## src/rtl/id_issue_ctrl_pkg.sv

```systemverilog
// Shared defaults and types for the decode-stage issue controller.
package id_issue_ctrl_pkg;

  localparam int unsigned WB_DIST_DEF    = 3;
  localparam int unsigned MUL_CYCLES_DEF = 2;
  localparam int unsigned REG_IDX_W      = 5;
  localparam int unsigned NUM_REGS       = 32;

  typedef enum logic {
    MUL_IDLE = 1'b0,
    MUL_BUSY = 1'b1
  } mul_state_e;

  // Countdown width able to hold the longest producer latency (multiply).
  function automatic int unsigned sb_width(input int unsigned wb_dist,
                                           input int unsigned mul_cycles);
    return $clog2(wb_dist + mul_cycles + 1);
  endfunction

endpackage

```

## src/rtl/id_scoreboard.sv

```systemverilog
// Per-register countdown scoreboard: nonzero entry means the value is not yet
// readable from the register file. Entry 0 is permanently idle.
module id_scoreboard
  import id_issue_ctrl_pkg::*;
#(
  parameter int unsigned SB_W = 3
) (
  input  logic                 clk,
  input  logic                 rst,
  input  logic                 i_set,
  input  logic [REG_IDX_W-1:0] i_set_idx,
  input  logic [SB_W-1:0]      i_set_val,
  input  logic [REG_IDX_W-1:0] i_rd_a_idx,
  input  logic [REG_IDX_W-1:0] i_rd_b_idx,
  output logic                 o_rd_a_busy_c,
  output logic                 o_rd_b_busy_c
);

  logic [SB_W-1:0] r_sb [NUM_REGS];

  // A set on the same entry overrides that cycle's decrement.
  always_ff @(posedge clk) begin
    if (rst) begin
      for (int i = 0; i < NUM_REGS; i++) begin
        r_sb[i] <= '0;
      end
    end else begin
      r_sb[0] <= '0;
      for (int i = 1; i < NUM_REGS; i++) begin
        if (i_set && (i_set_idx == REG_IDX_W'(i))) begin
          r_sb[i] <= i_set_val;
        end else if (r_sb[i] != '0) begin
          r_sb[i] <= r_sb[i] - SB_W'(1);
        end
      end
    end
  end

  assign o_rd_a_busy_c = (r_sb[i_rd_a_idx] != '0);
  assign o_rd_b_busy_c = (r_sb[i_rd_b_idx] != '0);

endmodule

```

## src/rtl/id_issue_ctrl.sv

```systemverilog
// Decode-stage issue controller: scoreboard data hazards, multi-cycle multiply
// structural hazard, branch flush priority and a saturating stall counter.
module id_issue_ctrl
  import id_issue_ctrl_pkg::*;
#(
  parameter int unsigned WB_DIST    = WB_DIST_DEF,
  parameter int unsigned MUL_CYCLES = MUL_CYCLES_DEF,
  parameter int unsigned CNT_W      = 32
) (
  input  logic                 clk,
  input  logic                 rst,
  input  logic                 if_id_valid_inst,
  input  logic                 id_illegal,
  input  logic [REG_IDX_W-1:0] ra_idx,
  input  logic [REG_IDX_W-1:0] rb_idx,
  input  logic                 uses_ra,
  input  logic                 uses_rb,
  input  logic [REG_IDX_W-1:0] dest_idx,
  input  logic                 reg_wr,
  input  logic                 is_mul,
  input  logic                 ex_take_branch,
  output logic                 pc_enable,
  output logic                 if_id_enable,
  output logic                 if_id_flush,
  output logic                 id_ex_bubble,
  output logic                 issue_valid,
  output logic                 mul_busy,
  output logic [CNT_W-1:0]     stall_count
);

  localparam int unsigned SB_W  = sb_width(WB_DIST, MUL_CYCLES);
  localparam int unsigned MUL_W = $clog2(MUL_CYCLES + 1);

  localparam logic [SB_W-1:0]  SB_ALU_VAL = SB_W'(WB_DIST);
  localparam logic [SB_W-1:0]  SB_MUL_VAL = SB_W'(WB_DIST + MUL_CYCLES - 1);
  localparam logic [MUL_W-1:0] MUL_LOAD   = MUL_W'(MUL_CYCLES - 1);

  mul_state_e        r_mul_state;
  mul_state_e        w_mul_state_nxt;
  logic [MUL_W-1:0]  r_mul_cnt;
  logic [MUL_W-1:0]  w_mul_cnt_nxt;
  logic [CNT_W-1:0]  r_stall_cnt;

  logic              w_ra_busy;
  logic              w_rb_busy;
  logic              w_data_haz;
  logic              w_struct_haz;
  logic              w_stall;
  logic              w_sb_set;
  logic [SB_W-1:0]   w_sb_val;

  id_scoreboard #(
    .SB_W (SB_W)
  ) u_sb (
    .clk           (clk),
    .rst           (rst),
    .i_set         (w_sb_set),
    .i_set_idx     (dest_idx),
    .i_set_val     (w_sb_val),
    .i_rd_a_idx    (ra_idx),
    .i_rd_b_idx    (rb_idx),
    .o_rd_a_busy_c (w_ra_busy),
    .o_rd_b_busy_c (w_rb_busy)
  );

  assign w_data_haz   = (uses_ra && (ra_idx != '0) && w_ra_busy) ||
                        (uses_rb && (rb_idx != '0) && w_rb_busy);
  assign w_struct_haz = mul_busy;
  assign mul_busy     = (r_mul_state == MUL_BUSY);
  assign stall_count  = r_stall_cnt;

  assign w_sb_set = issue_valid && reg_wr && (dest_idx != '0);
  assign w_sb_val = is_mul ? SB_MUL_VAL : SB_ALU_VAL;

  // Pipeline control, highest priority first: branch flush, hazard stall,
  // illegal bubble, normal issue, empty slot.
  always_comb begin
    pc_enable    = 1'b1;
    if_id_enable = 1'b1;
    if_id_flush  = 1'b0;
    id_ex_bubble = 1'b0;
    issue_valid  = 1'b0;
    w_stall      = 1'b0;
    if (ex_take_branch) begin
      if_id_flush  = 1'b1;
      id_ex_bubble = 1'b1;
    end else if (if_id_valid_inst && (w_data_haz || w_struct_haz)) begin
      pc_enable    = 1'b0;
      if_id_enable = 1'b0;
      id_ex_bubble = 1'b1;
      w_stall      = 1'b1;
    end else if (if_id_valid_inst && id_illegal) begin
      id_ex_bubble = 1'b1;
    end else if (if_id_valid_inst) begin
      issue_valid  = 1'b1;
    end else begin
      id_ex_bubble = 1'b1;
    end
  end

  // Multiply occupancy: busy for the MUL_CYCLES-1 cycles after issue.
  always_comb begin
    w_mul_state_nxt = r_mul_state;
    w_mul_cnt_nxt   = r_mul_cnt;
    case (r_mul_state)
      MUL_IDLE: begin
        if (issue_valid && is_mul && (MUL_CYCLES > 1)) begin
          w_mul_state_nxt = MUL_BUSY;
          w_mul_cnt_nxt   = MUL_LOAD;
        end
      end
      MUL_BUSY: begin
        if (r_mul_cnt == MUL_W'(1)) begin
          w_mul_state_nxt = MUL_IDLE;
          w_mul_cnt_nxt   = '0;
        end else begin
          w_mul_cnt_nxt   = r_mul_cnt - MUL_W'(1);
        end
      end
    endcase
  end

  always_ff @(posedge clk) begin
    if (rst) begin
      r_mul_state <= MUL_IDLE;
      r_mul_cnt   <= '0;
    end else begin
      r_mul_state <= w_mul_state_nxt;
      r_mul_cnt   <= w_mul_cnt_nxt;
    end
  end

  always_ff @(posedge clk) begin
    if (rst) begin
      r_stall_cnt <= '0;
    end else if (w_stall && (r_stall_cnt != '1)) begin
      r_stall_cnt <= r_stall_cnt + CNT_W'(1);
    end
  end

endmodule

```

## config.mk

```make
export PLATFORM = sky130hd
export DESIGN_NAME = id_issue_ctrl
export DESIGN_NICKNAME = d
export VERILOG_FILES = /design/src/rtl/id_issue_ctrl_pkg.sv /design/src/rtl/id_scoreboard.sv /design/src/rtl/id_issue_ctrl.sv
export SDC_FILE = /design/constraint.sdc
export NUM_CORES = 1
export LEC_CHECK = 0
export ABC_AREA = 1
export BUFFER_PORTS_ARGS = -buffer_cell sky130_fd_sc_hd__buf_2
export CAP_MARGIN = 20
export CORE_ASPECT_RATIO = 1.5
export CORE_UTILIZATION = 38
export CTS_CLUSTER_SIZE = 40
export DETAILED_ROUTE_END_ITERATION = 8
export SLEW_MARGIN = 20
export SYNTH_ARGS = -nofsm -noshare
export SYNTH_HDL_FRONTEND = slang
export SYNTH_HIERARCHICAL = 1
export SYNTH_SLANG_ARGS = --single-unit
```

## constraint.sdc

```tcl
create_clock -name clk -period 5.7 [get_ports clk]
set_clock_uncertainty 0.1 [all_clocks]
set_input_delay 0.285 -clock clk [delete_from_list [all_inputs] [get_ports clk]]
set_output_delay 0.285 -clock clk [all_outputs]
set_load 0.01 [all_outputs]
```

==> reports/metrics.cfg <==
[setup_path]
crit_start=rb_idx[0]
critPathLaunchType=input port
r2r_start=u_sb/r_sb[19][1]$_SDFFCE_PP0P_
worst_r2r_path_depth=23
required_ns=5.75
arrival_ns=4.19
cp-end-kind=register
cp_max_fo=50
critPathKind=in -> reg

[logic_synthesis]
synthArstFlopShare_pct=0
synth_edf_count=93
synth_ff_type=edfxtp_1
syn_area_um2=10300
ys_seq_elements=128
yosysSeqAreaShare_pct=33.8
post_synth.cell_area_avg_um2=7.16
yosysWarnings=6
syn_nets=1533
synthDistinctLibCells=37
netlist_instances=1445

[clock_tree]
ctsHtreeMaxLevel=4
cts_tree=yes
cts.sinks=128
numCtsBuffers=17
clk_pin_slew_ns=0.06
cts_resized=0
clk_latency_ns=0.44
clockRootBuffer=clkbuf_16
holdBufCountCts=0
cts_setup_buffers=0
ctsLongestPathBuffers=2

[sta]
period_share_pct=72.7
hold_viol=0
setup_viol=0
fin_setup_tns_ns=0
fmax_mhz=241
relSlewSlack_pct=38.4
fin_crit_ns=4.14
rsz0062_at_grt=false
worst_pin_slew_ns=0.924
maxSlewViolCount=0
holdWs_ns=0.223

[grt]
grt_use_total_pct=22.5
grt_max_degree=61
grt_pass1_vias=9487
grt_pass1_wl_um=47800
overflow=0
antenna_found_initial=1

[finish]
multi_input_area_um2=5830
area_growth_pct=9.51
seq_area_um2=3490
fillers=2792
final_nets=1564
final_common_cell=nand2_1
mostFrequentLayoutCells=393 x nand2_1, 176 x inv_1, 150 x nand3_1
drive_above_1_share_pct=12.6

[floorplanning]
core_area_um2=26700
die_area_um2=27900
num_io_pins=62
start_util_pct=38.8
die-width_um=137
num_rows=73
die_h_um=204

[hold_path]
hp-class=in -> reg
whs_path_depth=4
hp-start=ex_take_branch

[routing]
antenna_left=0
drc=0
first_pass_iters=4
vias=9506
wl_per_cell_um=16.2
drtIter0Drc=573
routed_wl_um=29600
via_per_inst=5.21

[placed_design]
io_buffers=61
gp_congestion=0.926
hpwl_um=21500

[power]
max-vdd-ir-drop_v=0.000242
leakagePower_nw=5.12
power_density_nw_per_um2=299

[flow_run]
cap_violations=0

[status]
status=completed

sequential cells by signal (all words and copies together) (netlist names):
| name | flops |
|---|---|
| u_sb/r_sb | 93 |
| stall_count | 32 |
| r_mul_cnt | 2 |
| mul_busy | 1 |
synth_stat cells, types with 3 or more instances:
| cell type | count | area (µm²) |
|---|---|---|
| buf_6 | 3 | 33.8 |
| nand3b_1 | 17 | 128 |
| nor2_1 | 143 | 537 |
| inv_2 | 6 | 22.5 |
| xnor2_1 | 4 | 35.0 |
| nand2_1 | 393 | 1480 |
| a21oi_2 | 30 | 263 |
| buf_12 | 3 | 60.1 |
| ha_1 | 64 | 801 |
| nand3_1 | 150 | 751 |
| buf_4 | 11 | 82.6 |
| o32ai_1 | 3 | 26.3 |
| edfxtp_1 | 93 | 2790 |
| inv_1 | 176 | 661 |
| nand2_2 | 43 | 269 |
| xor2_1 | 40 | 350 |
| a21oi_1 | 55 | 275 |
| buf_2 | 20 | 100 |
| o21ai_0 | 62 | 310 |
| clkbuf_1 | 15 | 56.3 |
| nand4_1 | 11 | 68.8 |
| a211oi_1 | 43 | 323 |
| nand3_2 | 5 | 50.1 |
| dfxtp_1 | 35 | 701 |
| nor2_2 | 3 | 18.8 |
| nor2_4 | 3 | 33.8 |
where the power goes:
part / internal [mW] / total [mW] / switching (mW)
logic: 0.348 / 1.00 / 0.656
clock network: 0.674 / 1.07 / 0.393
registers: 1.21 / 1.31 / 0.106
total: 2.23 / 3.39 / 1.16
worst max-delay path: stages:
cell	delay [ns]
buf_2	0.68
inv_2	0.54
nand2_1	0.16
nand3_1	0.08
nand3_1	0.10
nand2_1	0.05
nor2_1	0.08
nand2_1	0.07
nand3_1	0.08
nand2_1	0.06
nand2_1	0.06
inv_1	0.04
a21oi_1	0.19
nand3_1	0.11
inv_1	0.12
nand2_1	0.05
a21oi_1	0.16
inv_1	0.10
nor2_2	0.40
nand2_1	0.15
nand3_1	0.21
o21a_1	0.24
nand2_1	0.12
per-stage QoR:
stage / total power [mW] / area (µm²) / instances / utilization [%] / worst slack (ns)
floorplan: 2.08 / 10300 / 1445 / - / 2.78
global placement: 2.31 / 10800 / 1794 / 40.4 / 1.27
detailed placement: 2.33 / 10800 / 1794 / 40.4 / 1.21
CTS: 3.41 / 11300 / 1824 / 42.5 / 1.66
global route: 3.63 / 11300 / 1824 / 42.5 / 1.06
finish: 3.39 / 11300 / 1826 / 42.5 / 1.56
area by class of cell:
type	count	area share, %
Multi-Input combinational cell	1081	51.4
Sequential cell	128	30.8
Inverter	183	6.09
Clock buffer	21	3.89
Tap cell	337	3.72
Timing Repair Buffer	65	2.96
Clock inverter	9	1.04
Antenna cell	2	0.0442
path summary, 6_finish.rpt:
kind,end,slack [ns]
worst max-delay path,u_sb/r_sb[15][0]$_SDFFCE_PN0P_,1.56
worst min-delay path,stall_count[8]$_SDFFE_PP0P_,0.22
worst max register to register,u_sb/r_sb[15][0]$_SDFFCE_PN0P_,2.04
worst min register to register,stall_count[30]$_SDFFE_PP0P_,0.42
layer usage:
layer  wire, µm  track usage (%)
met5          0                0
met3       1510             4.37
met1      11700             24.3
met2      15200             40.5
met4       1200             12.3
logic make-up after synthesis:
group | Yosys count | share of synthesized area, %
compound gates | 198 | 12.0
xor+xnor | 44 | 3.72
fa+ha+maj | 64 | 7.74
buf+inv | 236 | 9.91
flops | 128 | 33.8
simple gates | 775 | 32.9
Power figures use the tool's default switching activity.
